===== config.mk =====
export PLATFORM = sky130hd
export DESIGN_NAME = puf_key_sequencer
export DESIGN_NICKNAME = d
export VERILOG_FILES = /design/src/rtl/puf_pkg.sv /design/src/rtl/puf_lfsr8.sv /design/src/rtl/puf_key_sequencer.sv
export SDC_FILE = /design/constraint.sdc
export NUM_CORES = 1
export LEC_CHECK = 0
export ABC_AREA = 1
export CORE_UTILIZATION = 45
export DETAILED_ROUTE_END_ITERATION = 10
export GPL_TIMING_DRIVEN = 0
export PLACE_DENSITY = 0.86
export SLEW_MARGIN = 5
export SYNTH_ARGS = -nofsm -noshare
export SYNTH_HDL_FRONTEND = slang
export SYNTH_SLANG_ARGS = --single-unit

===== constraint.sdc =====
create_clock -name clk -period 1.4 [get_ports clk]
set_input_delay 0.28 -clock clk [delete_from_list [all_inputs] [get_ports clk]]
set_output_delay 0.28 -clock clk [all_outputs]
set_load 0.01 [all_outputs]

===== src/rtl/puf_pkg.sv =====
`timescale 1ns/1ps
// Shared definitions for the PUF key sequencer: FSM states, challenge width,
// LFSR feedback taps and the substitute for an all-zero seed.
package puf_pkg;

  localparam int PUF_CHAL_W = 8;

  // Feedback taps c[7], c[5], c[4], c[3] of the maximal-length 8-bit LFSR.
  localparam logic [PUF_CHAL_W-1:0] LFSR_TAPS = 8'b1011_1000;

  // An all-zero challenge would lock the LFSR, so it is replaced on start.
  localparam logic [PUF_CHAL_W-1:0] ZERO_SEED_SUB = 8'h01;

  typedef enum logic [2:0] {
    ST_IDLE,
    ST_SETTLE,
    ST_SAMPLE,
    ST_SHIFT,
    ST_DONE
  } state_t;

  // Seed as loaded into the challenge register on an accepted start.
  function automatic logic [PUF_CHAL_W-1:0] seed_fix(input logic [PUF_CHAL_W-1:0] s);
    return (s == '0) ? ZERO_SEED_SUB : s;
  endfunction

endpackage


===== src/rtl/puf_lfsr8.sv =====
`timescale 1ns/1ps
// Combinational next-state function of the 8-bit Fibonacci challenge LFSR.
// Shifts left and feeds the XOR of the tapped bits into bit 0.
module puf_lfsr8
  import puf_pkg::*;
(
  input  logic [PUF_CHAL_W-1:0] cur,
  output logic [PUF_CHAL_W-1:0] nxt
);

  assign nxt = {cur[PUF_CHAL_W-2:0], ^(cur & LFSR_TAPS)};

endmodule


===== src/rtl/puf_key_sequencer.sv =====
`timescale 1ns/1ps
// PUF key sequencer: walks an LFSR challenge sequence, lets the PUF settle,
// majority-votes VOTES response samples per challenge and shifts each voted
// bit into the key register, MSB first. Also counts bits whose votes were
// not unanimous.
module puf_key_sequencer
  import puf_pkg::*;
#(
  parameter int KEY_BITS = 32,
  parameter int SETTLE   = 2,
  parameter int VOTES    = 3
) (
  input  logic                            clk,
  input  logic                            rst,
  input  logic                            start,
  input  logic [PUF_CHAL_W-1:0]           seed,
  input  logic                            puf_response,
  output logic [PUF_CHAL_W-1:0]           puf_challenge,
  output logic                            busy,
  output logic                            done,
  output logic [KEY_BITS-1:0]             key,
  output logic                            key_valid,
  output logic [$clog2(KEY_BITS+1)-1:0]   unstable_cnt
);

  localparam int UNST_W    = $clog2(KEY_BITS + 1);
  // One extra value so the count can step past the last index without wrapping.
  localparam int BIT_W     = $clog2(KEY_BITS + 1);
  localparam int ONES_W    = $clog2(VOTES + 1);
  localparam int PHASE_MAX = (SETTLE > VOTES) ? SETTLE : VOTES;
  localparam int PH_W      = $clog2(PHASE_MAX + 1);

  state_t                  state;
  state_t                  state_next;
  logic [PH_W-1:0]         phase_cnt;
  logic [ONES_W-1:0]       ones_cnt;
  logic [BIT_W-1:0]        bit_cnt;
  logic [PUF_CHAL_W-1:0]   chal_next;

  logic settle_end;
  logic sample_end;
  logic last_bit;
  logic vote;
  logic unanimous;

  puf_lfsr8 u_lfsr (
    .cur (puf_challenge),
    .nxt (chal_next)
  );

  assign settle_end = (phase_cnt == PH_W'(SETTLE - 1));
  assign sample_end = (phase_cnt == PH_W'(VOTES - 1));
  assign last_bit   = (bit_cnt == BIT_W'(KEY_BITS - 1));
  assign vote       = (ones_cnt > ONES_W'(VOTES / 2));
  assign unanimous  = (ones_cnt == '0) || (ones_cnt == ONES_W'(VOTES));

  assign busy = (state != ST_IDLE);
  assign done = (state == ST_DONE);

  // State register.
  // NOTE: clocked state uses non-blocking assignments so every flop samples
  // pre-edge values; blocking here would create order-dependent simulation.
  always_ff @(posedge clk) begin
    if (rst) state <= ST_IDLE;
    else     state <= state_next;
  end

  // Next-state decode: settle, sample and shift phases per key bit.
  always_comb begin
    // NOTE: default assignment first so no path leaves state_next unassigned
    // and no latch is inferred.
    state_next = state;
    case (state)
      ST_IDLE:   if (start)      state_next = ST_SETTLE;
      ST_SETTLE: if (settle_end) state_next = ST_SAMPLE;
      ST_SAMPLE: if (sample_end) state_next = ST_SHIFT;
      ST_SHIFT:  state_next = last_bit ? ST_DONE : ST_SETTLE;
      ST_DONE:   state_next = ST_IDLE;
      default:   state_next = ST_IDLE;
    endcase
  end

  // Datapath: challenge, phase/vote/bit counters, key shift register, flags.
  always_ff @(posedge clk) begin
    if (rst) begin
      puf_challenge <= '0;
      phase_cnt     <= '0;
      ones_cnt      <= '0;
      bit_cnt       <= '0;
      key           <= '0;
      key_valid     <= 1'b0;
      unstable_cnt  <= '0;
    end else begin
      case (state)
        ST_IDLE: begin
          if (start) begin
            puf_challenge <= seed_fix(seed);
            phase_cnt     <= '0;
            bit_cnt       <= '0;
            key           <= '0;
            key_valid     <= 1'b0;
            unstable_cnt  <= '0;
          end
        end

        ST_SETTLE: begin
          if (settle_end) begin
            phase_cnt <= '0;
            ones_cnt  <= '0;
          end else begin
            phase_cnt <= phase_cnt + PH_W'(1);
          end
        end

        ST_SAMPLE: begin
          if (puf_response) ones_cnt <= ones_cnt + ONES_W'(1);
          phase_cnt <= sample_end ? '0 : phase_cnt + PH_W'(1);
        end

        ST_SHIFT: begin
          key           <= {key[KEY_BITS-2:0], vote};
          puf_challenge <= chal_next;
          bit_cnt       <= bit_cnt + BIT_W'(1);
          if (!unanimous) unstable_cnt <= unstable_cnt + UNST_W'(1);
          // Raised on the way into DONE so it is already high with done.
          if (last_bit) key_valid <= 1'b1;
        end

        default: ; // DONE: everything holds; the key stays visible.
      endcase
    end
  end

endmodule


==> results of run 1 <==
[layout make-up]
cell class	instances	area, µm²	share of cell area [%]
multi-input combinational	251	1330	36.8
buffer	14	110	3.04
clock buffer	12	155	4.28
clock inverter	4	47.5	1.31
sequential	60	1220	33.7
timing repair buffer	69	599	16.5
inverter	16	65.1	1.80
tap	72	90.1	2.49
[metrics by stage]
stage	power [mW]	worst slack, ns
after floorplan	3.13	0.106
after global placement	3.58	-0.556
after detailed placement	3.63	-0.577
after CTS	5.18	-0.128
after global routing	5.74	-0.0664
final	5.45	0.00739
[registers in the layout (all words and copies together) (netlist names)]
name / flops
key_valid: 1
puf_challenge: 8
bit_cnt: 6
key: 32
ones_cnt: 2
phase_cnt: 2
unstable_cnt: 6
state: 3
[worst min-delay path, delay by kind of cell (launching register included)]
kind	cells	cell delay, ns
AO/OA/AOI/OAI	1	0.04
flip-flops	1	0.32
AND/OR/NAND/NOR	1	0.07
[repair_timing]
item / CTS / global route
resized for setup: 67 / 33
endpoints found under the setup margin: 100 / 53
setup buffers: 0 / 9
pin swaps: 0 / 6
[path summary, 6_finish.rpt]
path	startpoint	end	slack, ns	depth (start not counted)
max	state[1]$_SDFFE_PP0P_	state[2]$_SDFFE_PP0P_	0.007	6
min	key[31]$_SDFFE_PP0P_	key[31]$_SDFFE_PP0P_	0.47	2
max reg2reg	state[1]$_SDFFE_PP0P_	state[2]$_SDFFE_PP0P_	0.007	6
min reg2reg	key[31]$_SDFFE_PP0P_	key[31]$_SDFFE_PP0P_	0.47	2
[Yosys cell counts, drive strengths merged (2+ instances only)]
library cell,instances
nand2,114
xor2,3
o221ai,2
nor2,36
ha,3
dfxtp,60
nor3,5
a21oi,50
a31oi,2
clkbuf,6
buf,9
nand3,16
o21ai,11
inv,16
[power by group through the flow]
stage	sequential (mW)	combinational, mW	clock, mW
detailed placement	2.06	1.57	0
finish	2.07	1.78	1.60
global route	2.10	1.94	1.71
CTS	2.04	1.53	1.60
global placement	2.05	1.53	0
floorplan	2.06	1.07	0
[cells by family after synthesis]
group                    Yosys count  share of synthesized area (%)
buffers and inverters             31                           6.40
XOR/XNOR                           4                           1.34
AND/OR/NAND/NOR                  176                           29.9
adder cells (fa/ha/maj)            3                           1.43
flip-flops                        60                           45.9
AO/OA/AOI/OAI                     68                           15.1
[metal layers]
metal | up-vias | track usage, %
li1 | 1278 | -
met1 | 1200 | 24.8
met2 | 82 | 36.2
met3 | 13 | 8.60
met4 | 0 | 9.81
met5 | - | 0
==> results_dict.tcl, run 1 <==
set metrics [dict create \
    initial_core_util_pct 47.0 \
    power_report.internal_total_mw 3.51 \
    synth.largest_area_cell "dfxtp_1" \
    leakage_nw 1.51 \
    share_seq_of_total_power_pct 38.0 \
    drt_first_iter_violations 135 \
    antenna_diode_count 0 \
    worst-path-max-fanout 7 \
    dr.max_layer_used "met4" \
    timing.max_slew.rel_slack_pct 71.4 \
    number_of_h_tree_levels 3 \
    utilization_pct 65.0 \
    p_comb_share_pct 32.6 \
    cp_startpoint_kind "flip-flop" \
    antenna_found_initial 0 \
    design.final.nets 436 \
    synth-seq-area-share_pct 45.9 \
    critPathTopFamily "simple AND/OR/NAND/NOR gates" \
    fillerInstances 485 \
    cts_tree "yes" \
    core-area_um2 5570 \
    setup_tns_ns 0 \
    mostFrequentLayoutCell "nand2_1" \
    final_min_period_over_clock_period_pct 99.5 \
    place_congestion 0.804 \
    whs_ns 0.466 \
    syn-instance-count 342 \
    fin_worst_skew_ns 0.00802 \
    fp.dieH_um 78.3 \
    required_ns 1.64 \
    antenna_left 0 \
    hold_violations 0 \
    clkSlewWorstSetupHoldPaths_ns 0.07 \
    total_gr_overflow 0 \
    async_reset_ff_share_pct 0 \
    stdcell_area_um2 3620 \
    remaining_drc_errors 0 \
    clk_buf_depth 2 \
    critPathBufInv 1 \
    drive_gt1_share_pct 20.9 \
    grt_pass1_wl_um 10400 \
    power.clock.fraction_pct 29.4 \
    cell_by_cell_trace_of_the_critical_path "nor2_4, nand3_4, nand2_8, buf_4, nand3_1, nor4_2" \
    first_global_vias 2325 \
    cts_root_buffer "clkbuf_8" \
    clkLatencyLatePin_ns 0.34 \
    power.share.switching_pct 35.6 \
    worst_ir_drop_vdd_uv 835 \
    place.detailed.instances 474 \
    detailed_place_hpwl_um 4290 \
    route.vias.total 2573 \
    core.rowCount 27 \
    critPathArrivalTime_ns 1.63 \
    num_io_pins 61 \
    ys_types 34 \
    power.net_switching_mw 1.94 \
    area_after_dpl_um2 3310 \
    syn_area_um2 2620 \
    post_cts_hold_buffer_count 0 \
    met1_length_um 2700 \
    grt_max_degree 11 \
    critPathKind "reg -> reg" \
    syn-mean-instance-area_um2 7.66 \
    routed_wl_um 6610 \
    synthTopCellsByArea "dfxtp_1, nand2_1, a21oi_1" \
    max_freq_mhz 718 \
    design.die.area_um2 6130 \
    dominantRegCellSynth "dfxtp_1" \
    most-common-layout-cells "nand2_1, dfxtp_1, dlygate4sd2_1" \
    die_w_um 78.3 \
    layout.cells.non_filler 498 \
    warnings_synthesis 0 \
    routed-wl-met2_um 3220 \
    worst_pin_slew_ns 0.429 \
    total_power_per_unit_cell_area_nw_per_um2 1500 \
    port_buffers 60 \
    clock-sinks 60 \
    synth-seq-cells 60 \
    grt_use_total_pct 21.9 \
    setup_viol_count_final 0 \
    drt-wirelength-per-cell_um 13.3 \
    critical_path.slowest_cell "dfxtp_4" \
    slew_violations 0 \
    met3_wire_len_um 542 \
    detail_route.vias_per_cell 5.17 \
    cap_viol_max_count 0 \
    cpPeakStageDelay_ns 0.38 \
    status "complete, no violations" \
    grt_setup_unrepaired "true" \
    synth_fp_nets 357 \
    final_period_minus_worst_setup_slack_ns 1.39 \
    cts_inserted_buffers 9 \
    synth-edff-count 0 \
    area_growth_pct 38.3 \
    synth_top_area_share_pct 45.9 \
    drt_pass1_iterations 4 \
    min-delay-path-class "reg -> reg" \
    endpoint_kind "flip-flop" \
]
(Power assumes the default switching activity.)
==> run 2, diff against run 1 <==
- CTS_CLUSTER_SIZE: default -> 16
- GPL_TIMING_DRIVEN: 0 -> default
- TNS_END_PERCENT: default -> 5
==> results_dict.tcl, run 2 (synthesis results as in run 1) <==
set metrics [dict create \
    status "complete, but fails checks" \
    violations "negative setup slack" \
    die_w_um 78.3 \
    clkSlewWorstSetupHoldPaths_ns 0.07 \
    grt_pass1_wl_um 10600 \
    num_io_pins 61 \
    routed_wl_um 6410 \
    clkLatencyLatePin_ns 0.33 \
    cpPeakStageDelay_ns 0.34 \
    min-delay-path-class "in -> reg" \
    mostFrequentLayoutCell "nand2_1" \
    whs_ns 0.380 \
    critPathKind "reg -> reg" \
    drt_first_iter_violations 72 \
    required_ns 1.64 \
    leakage_nw 1.54 \
    cts_tree "yes" \
    fp.dieH_um 78.3 \
    initial_core_util_pct 47.0 \
    grt_use_total_pct 21.9 \
    core.rowCount 27 \
    critPathArrivalTime_ns 1.66 \
    port_buffers 60 \
    final_min_period_over_clock_period_pct 101 \
    cts_inserted_buffers 9 \
    area_growth_pct 37.7 \
    antenna_diode_count 0 \
    layout.cells.non_filler 503 \
    cts_root_buffer "clkbuf_8" \
    remaining_drc_errors 0 \
    total_gr_overflow 0 \
    antenna_left 0 \
    worst_pin_slew_ns 0.304 \
    cap_viol_max_count 0 \
    fin_worst_skew_ns 0.00691 \
    endpoint_kind "flip-flop" \
    detail_route.vias_per_cell 5.13 \
    design.die.area_um2 6130 \
    place_congestion 0.866 \
    detailed_place_hpwl_um 4300 \
    drt_pass1_iterations 5 \
    number_of_h_tree_levels 3 \
    hold_violations 0 \
    place.detailed.instances 485 \
    worst-path-max-fanout 4 \
    drive_gt1_share_pct 20.2 \
    design.final.nets 441 \
    setup_viol_count_final 2 \
    final_setup_slack_of_the_worst_path_ns -0.0203 \
    registers.top_by_ff_count "key" \
    worst_ir_drop_vdd_uv 772 \
    total_power_per_unit_cell_area_nw_per_um2 1450 \
    slew_violations 0 \
    clock-sinks 60 \
    grt_max_degree 47 \
    core-area_um2 5570 \
    clk_buf_depth 2 \
    route.vias.total 2578 \
    cp_startpoint_kind "flip-flop" \
    critical-path-top-cell-by-count "buf_4" \
    final_period_minus_worst_setup_slack_ns 1.42 \
    largest_register_ffs 32 \
    critical_path.slowest_cell "dfxtp_2" \
    cell_by_cell_trace_of_the_critical_path "buf_4, nor2_4, buf_4, nand3_4, nand2_8, buf_4, nand3_1, nor4_2" \
    post_cts_hold_buffer_count 0 \
    grt_setup_unrepaired "true" \
    largest_registers "key: 32 flops, puf_challenge: 8 flops" \
    most-common-layout-cells "nand2_1, dfxtp_1, dlygate4sd2_1" \
    drt-wirelength-per-cell_um 12.7 \
    setup.reg_to_reg.worst_slack_ns -0.02 \
    antenna_found_initial 0 \
    timing.max_slew.rel_slack_pct 79.6 \
    first_global_vias 2505 \
    max_freq_mhz 704 \
]
run 2: cell types whose count changed in the layout (fill, tap and decap cells not counted), sizes merged:
cell           change
clkbuf            -10
buf               +15
clkdlybuf4s50      -1
clkinv             +1
run 2: stage by stage:
step                TNS, ns  util, %  power, mW  setup WS (ns)  cell area, µm²
floorplan                 0        -       3.13          0.106            2620
global placement      -8.12     61.3       3.64         -0.215            3410
detailed placement    -9.13     61.3       3.70         -0.255            3410
CTS                 -0.0402     63.6       5.13        -0.0285            3540
global route         -0.989     64.7       5.54         -0.120            3610
finish              -0.0308     64.7       5.25        -0.0203            3610
run 2: layout make-up:
| class | count | area (µm²) |
|---|---|---|
| Clock buffer | 11 | 131 |
| Clock inverter | 5 | 52.6 |
| Fill cell | 514 | 1970 |
| Inverter | 16 | 70.1 |
| Multi-Input combinational cell | 251 | 1300 |
| Sequential cell | 60 | 1210 |
| Tap cell | 72 | 90.1 |
| Timing Repair Buffer | 88 | 753 |
run 2: path summary, 6_finish.rpt:
path	startpoint	endpoint	cells after the start
worst max-delay path	state[2]$_SDFFE_PP0P_	state[2]$_SDFFE_PP0P_	8
worst min-delay path	rst	key[0]$_SDFFE_PP0P_	3
worst max register to register	state[2]$_SDFFE_PP0P_	state[2]$_SDFFE_PP0P_	8
worst min register to register	key[31]$_SDFFE_PP0P_	key[31]$_SDFFE_PP0P_	2
run 2: repair_timing:
action	in CTS	in global routing
cloned	0	0
endpoints found under the setup margin	95	51
setup buffers	0	2
resized for setup	62	14
pin swaps	1	6
run 2: where the power goes:
part | switching, mW | leakage (nW) | internal, mW
Clock | 0.659 | 0.0931 | 0.813
Combinational | 1.06 | 0.961 | 0.691
Sequential | 0.163 | 0.488 | 1.86
Total | 1.88 | 1.54 | 3.36
run 2: routing by layer:
metal	global-route usage [%]	part of all wire, %	vias to the layer above
li1	-	-	1283
met1	24.3	42	1205
met2	37.8	48	80
met3	7.67	8.4	10
met4	9.07	1.8	0
met5	0	0	-
run 2: worst max-delay path: cells and delay by family (launching register included):
kind | cells | cell delay (ns)
buffers and inverters | 3 | 0.40
and+or+nand+nor | 5 | 0.59
DFF | 1 | 0.34
==> run 3, diff against run 2 <==
- SETUP_SLACK_MARGIN: default -> 0.05
- clock period: 1.4 -> 1.3 ns (I/O delays scaled with it)
==> results_dict.tcl, run 3 (synthesis results as in run 1) <==
set metrics [dict create \
    fp.dieH_um 78.3 \
    grt_use_total_pct 21.4 \
    number_of_h_tree_levels 3 \
    grt_setup_unrepaired "true" \
    endpoint_kind "flip-flop" \
    design.die.area_um2 6130 \
    whs_ns 0.321 \
    drt_pass1_iterations 4 \
    stdcell_area_um2 3660 \
    fin_worst_skew_ns 0.00805 \
    largest_register_ffs 32 \
    min-delay-path-class "in -> reg" \
    setup_tns_ns -0.250 \
    cp_startpoint_kind "flip-flop" \
    clkSlewWorstSetupHoldPaths_ns 0.07 \
    post_cts_hold_buffer_count 0 \
    total_power_mw 5.80 \
    registers.top_by_ff_count "key" \
    drive_gt1_share_pct 26.9 \
    first_global_vias 2435 \
    preCtsSetupSlack_ns -0.340 \
    busiest_layer "met2" \
    clk_buf_depth 2 \
    antenna_diode_count 0 \
    cpPeakStageDelay_ns 0.33 \
    port_buffers 60 \
    critical-path-top-cell-by-count "nor2_1" \
    cell_by_cell_trace_of_the_critical_path "buf_6, nor2_4, buf_6, nand3_4, nand2_8, nand2_8, inv_6, nor2_1, nor2_1, nor2_1" \
    route.vias.total 2518 \
    timing.max_slew.rel_slack_pct 76.5 \
    critPathArrivalTime_ns 1.56 \
    grt_pass1_wl_um 10400 \
    total_power_per_unit_cell_area_nw_per_um2 1580 \
    place.detailed.instances 489 \
    cts_inserted_buffers 9 \
    slew_violations 0 \
    cts_root_buffer "clkbuf_8" \
    clkLatencyLatePin_ns 0.33 \
    routed_wl_um 6300 \
    antenna_left 0 \
    antenna_found_initial 0 \
    initial_core_util_pct 47.0 \
    num_io_pins 61 \
    cts_tree "yes" \
    core-area_um2 5570 \
    leakage_nw 1.44 \
    most-common-layout-cells "nand2_1, dfxtp_1, a21oi_1" \
    largest_registers "key: 32 flops, puf_challenge: 8 flops" \
    detail_route.vias_per_cell 5.00 \
    critPathKind "reg -> reg" \
    place_congestion 0.881 \
    die_w_um 78.3 \
    critical_path.slowest_cell "dfxtp_2" \
    drt-wirelength-per-cell_um 12.5 \
    utilization_pct 65.7 \
    status "complete, but fails checks" \
    clock-sinks 60 \
    critPathBufInv 3 \
    violations "negative setup slack" \
    cap_viol_max_count 0 \
    setup_viol_count_final 12 \
    final_min_period_over_clock_period_pct 103 \
    global_route.usage.met1_pct 25.6 \
    worst_pin_slew_ns 0.351 \
    worst-path-max-fanout 8 \
    mostFrequentLayoutCell "nand2_1" \
    global_routing_met2_resource_utilization_pct 34.9 \
    grt_util_met3_pct 7.79 \
    worst_ir_drop_vdd_uv 976 \
    remaining_drc_errors 0 \
    hold_violations 0 \
    core.rowCount 27 \
    total_gr_overflow 0 \
    layout.cells.non_filler 504 \
    drt_first_iter_violations 110 \
    detailed_place_hpwl_um 4240 \
    final_setup_slack_of_the_worst_path_ns -0.0420 \
    final_period_minus_worst_setup_slack_ns 1.34 \
    design.final.nets 443 \
    critPathTopFamily "simple AND/OR/NAND/NOR gates" \
    max_freq_mhz 745 \
    area_after_dpl_um2 3450 \
    required_ns 1.52 \
    grt_max_degree 47 \
    area_growth_pct 39.9 \
]
[run 3: cell type report]
cell class              instances  area, µm²
fillers                       457       1910
well taps                      72       90.1
clock inverters                 5       52.6
repair buffers                 90        773
clock buffers                  10        138
flip-flops and latches         60       1210
inverters                      16       72.6
multi-input cells             251       1330
[run 3: repair_timing]
item                       in CTS  in global routing
setup endpoints to repair     107                104
pin swaps                       2                  3
resized for setup              88                 53
cloned                          0                  0
setup buffers                   0                  0
[run 3: worst reg2reg max path: cells and delay by family (launching register included)]
family / cells / cell delay (ns)
and+or+nand+nor: 7 / 0.60
DFF: 1 / 0.33
buffers and inverters: 3 / 0.30
[run 3: final timing paths]
check | startpoint | to | slack [ns] | depth (start not counted)
worst min register to register | key[20]$_SDFFE_PP0P_ | key[20]$_SDFFE_PP0P_ | 0.48 | 2
worst max-delay path | state[2]$_SDFFE_PP0P_ | unstable_cnt[5]$_SDFFE_PP0P_ | -0.04 | 10
worst min-delay path | rst | puf_challenge[4]$_SDFFE_PP0P_ | 0.32 | 4
worst max register to register | state[2]$_SDFFE_PP0P_ | unstable_cnt[5]$_SDFFE_PP0P_ | -0.04 | 10
[run 3: layer usage]
| layer | routed length [µm] | vias to the layer above |
|---|---|---|
| li1 | - | 1290 |
| met1 | 2790 | 1158 |
| met2 | 3050 | 62 |
| met3 | 399 | 8 |
| met4 | 69 | 0 |
| met5 | 0 | - |
[run 3: where the power goes]
part	total [mW]	internal (mW)	switching, mW	leakage [nW]
registers	2.16	2.01	0.152	0.489
clock network	1.63	0.915	0.710	0.0979
logic	2.02	0.833	1.18	0.849
total	5.80	3.76	2.05	1.44
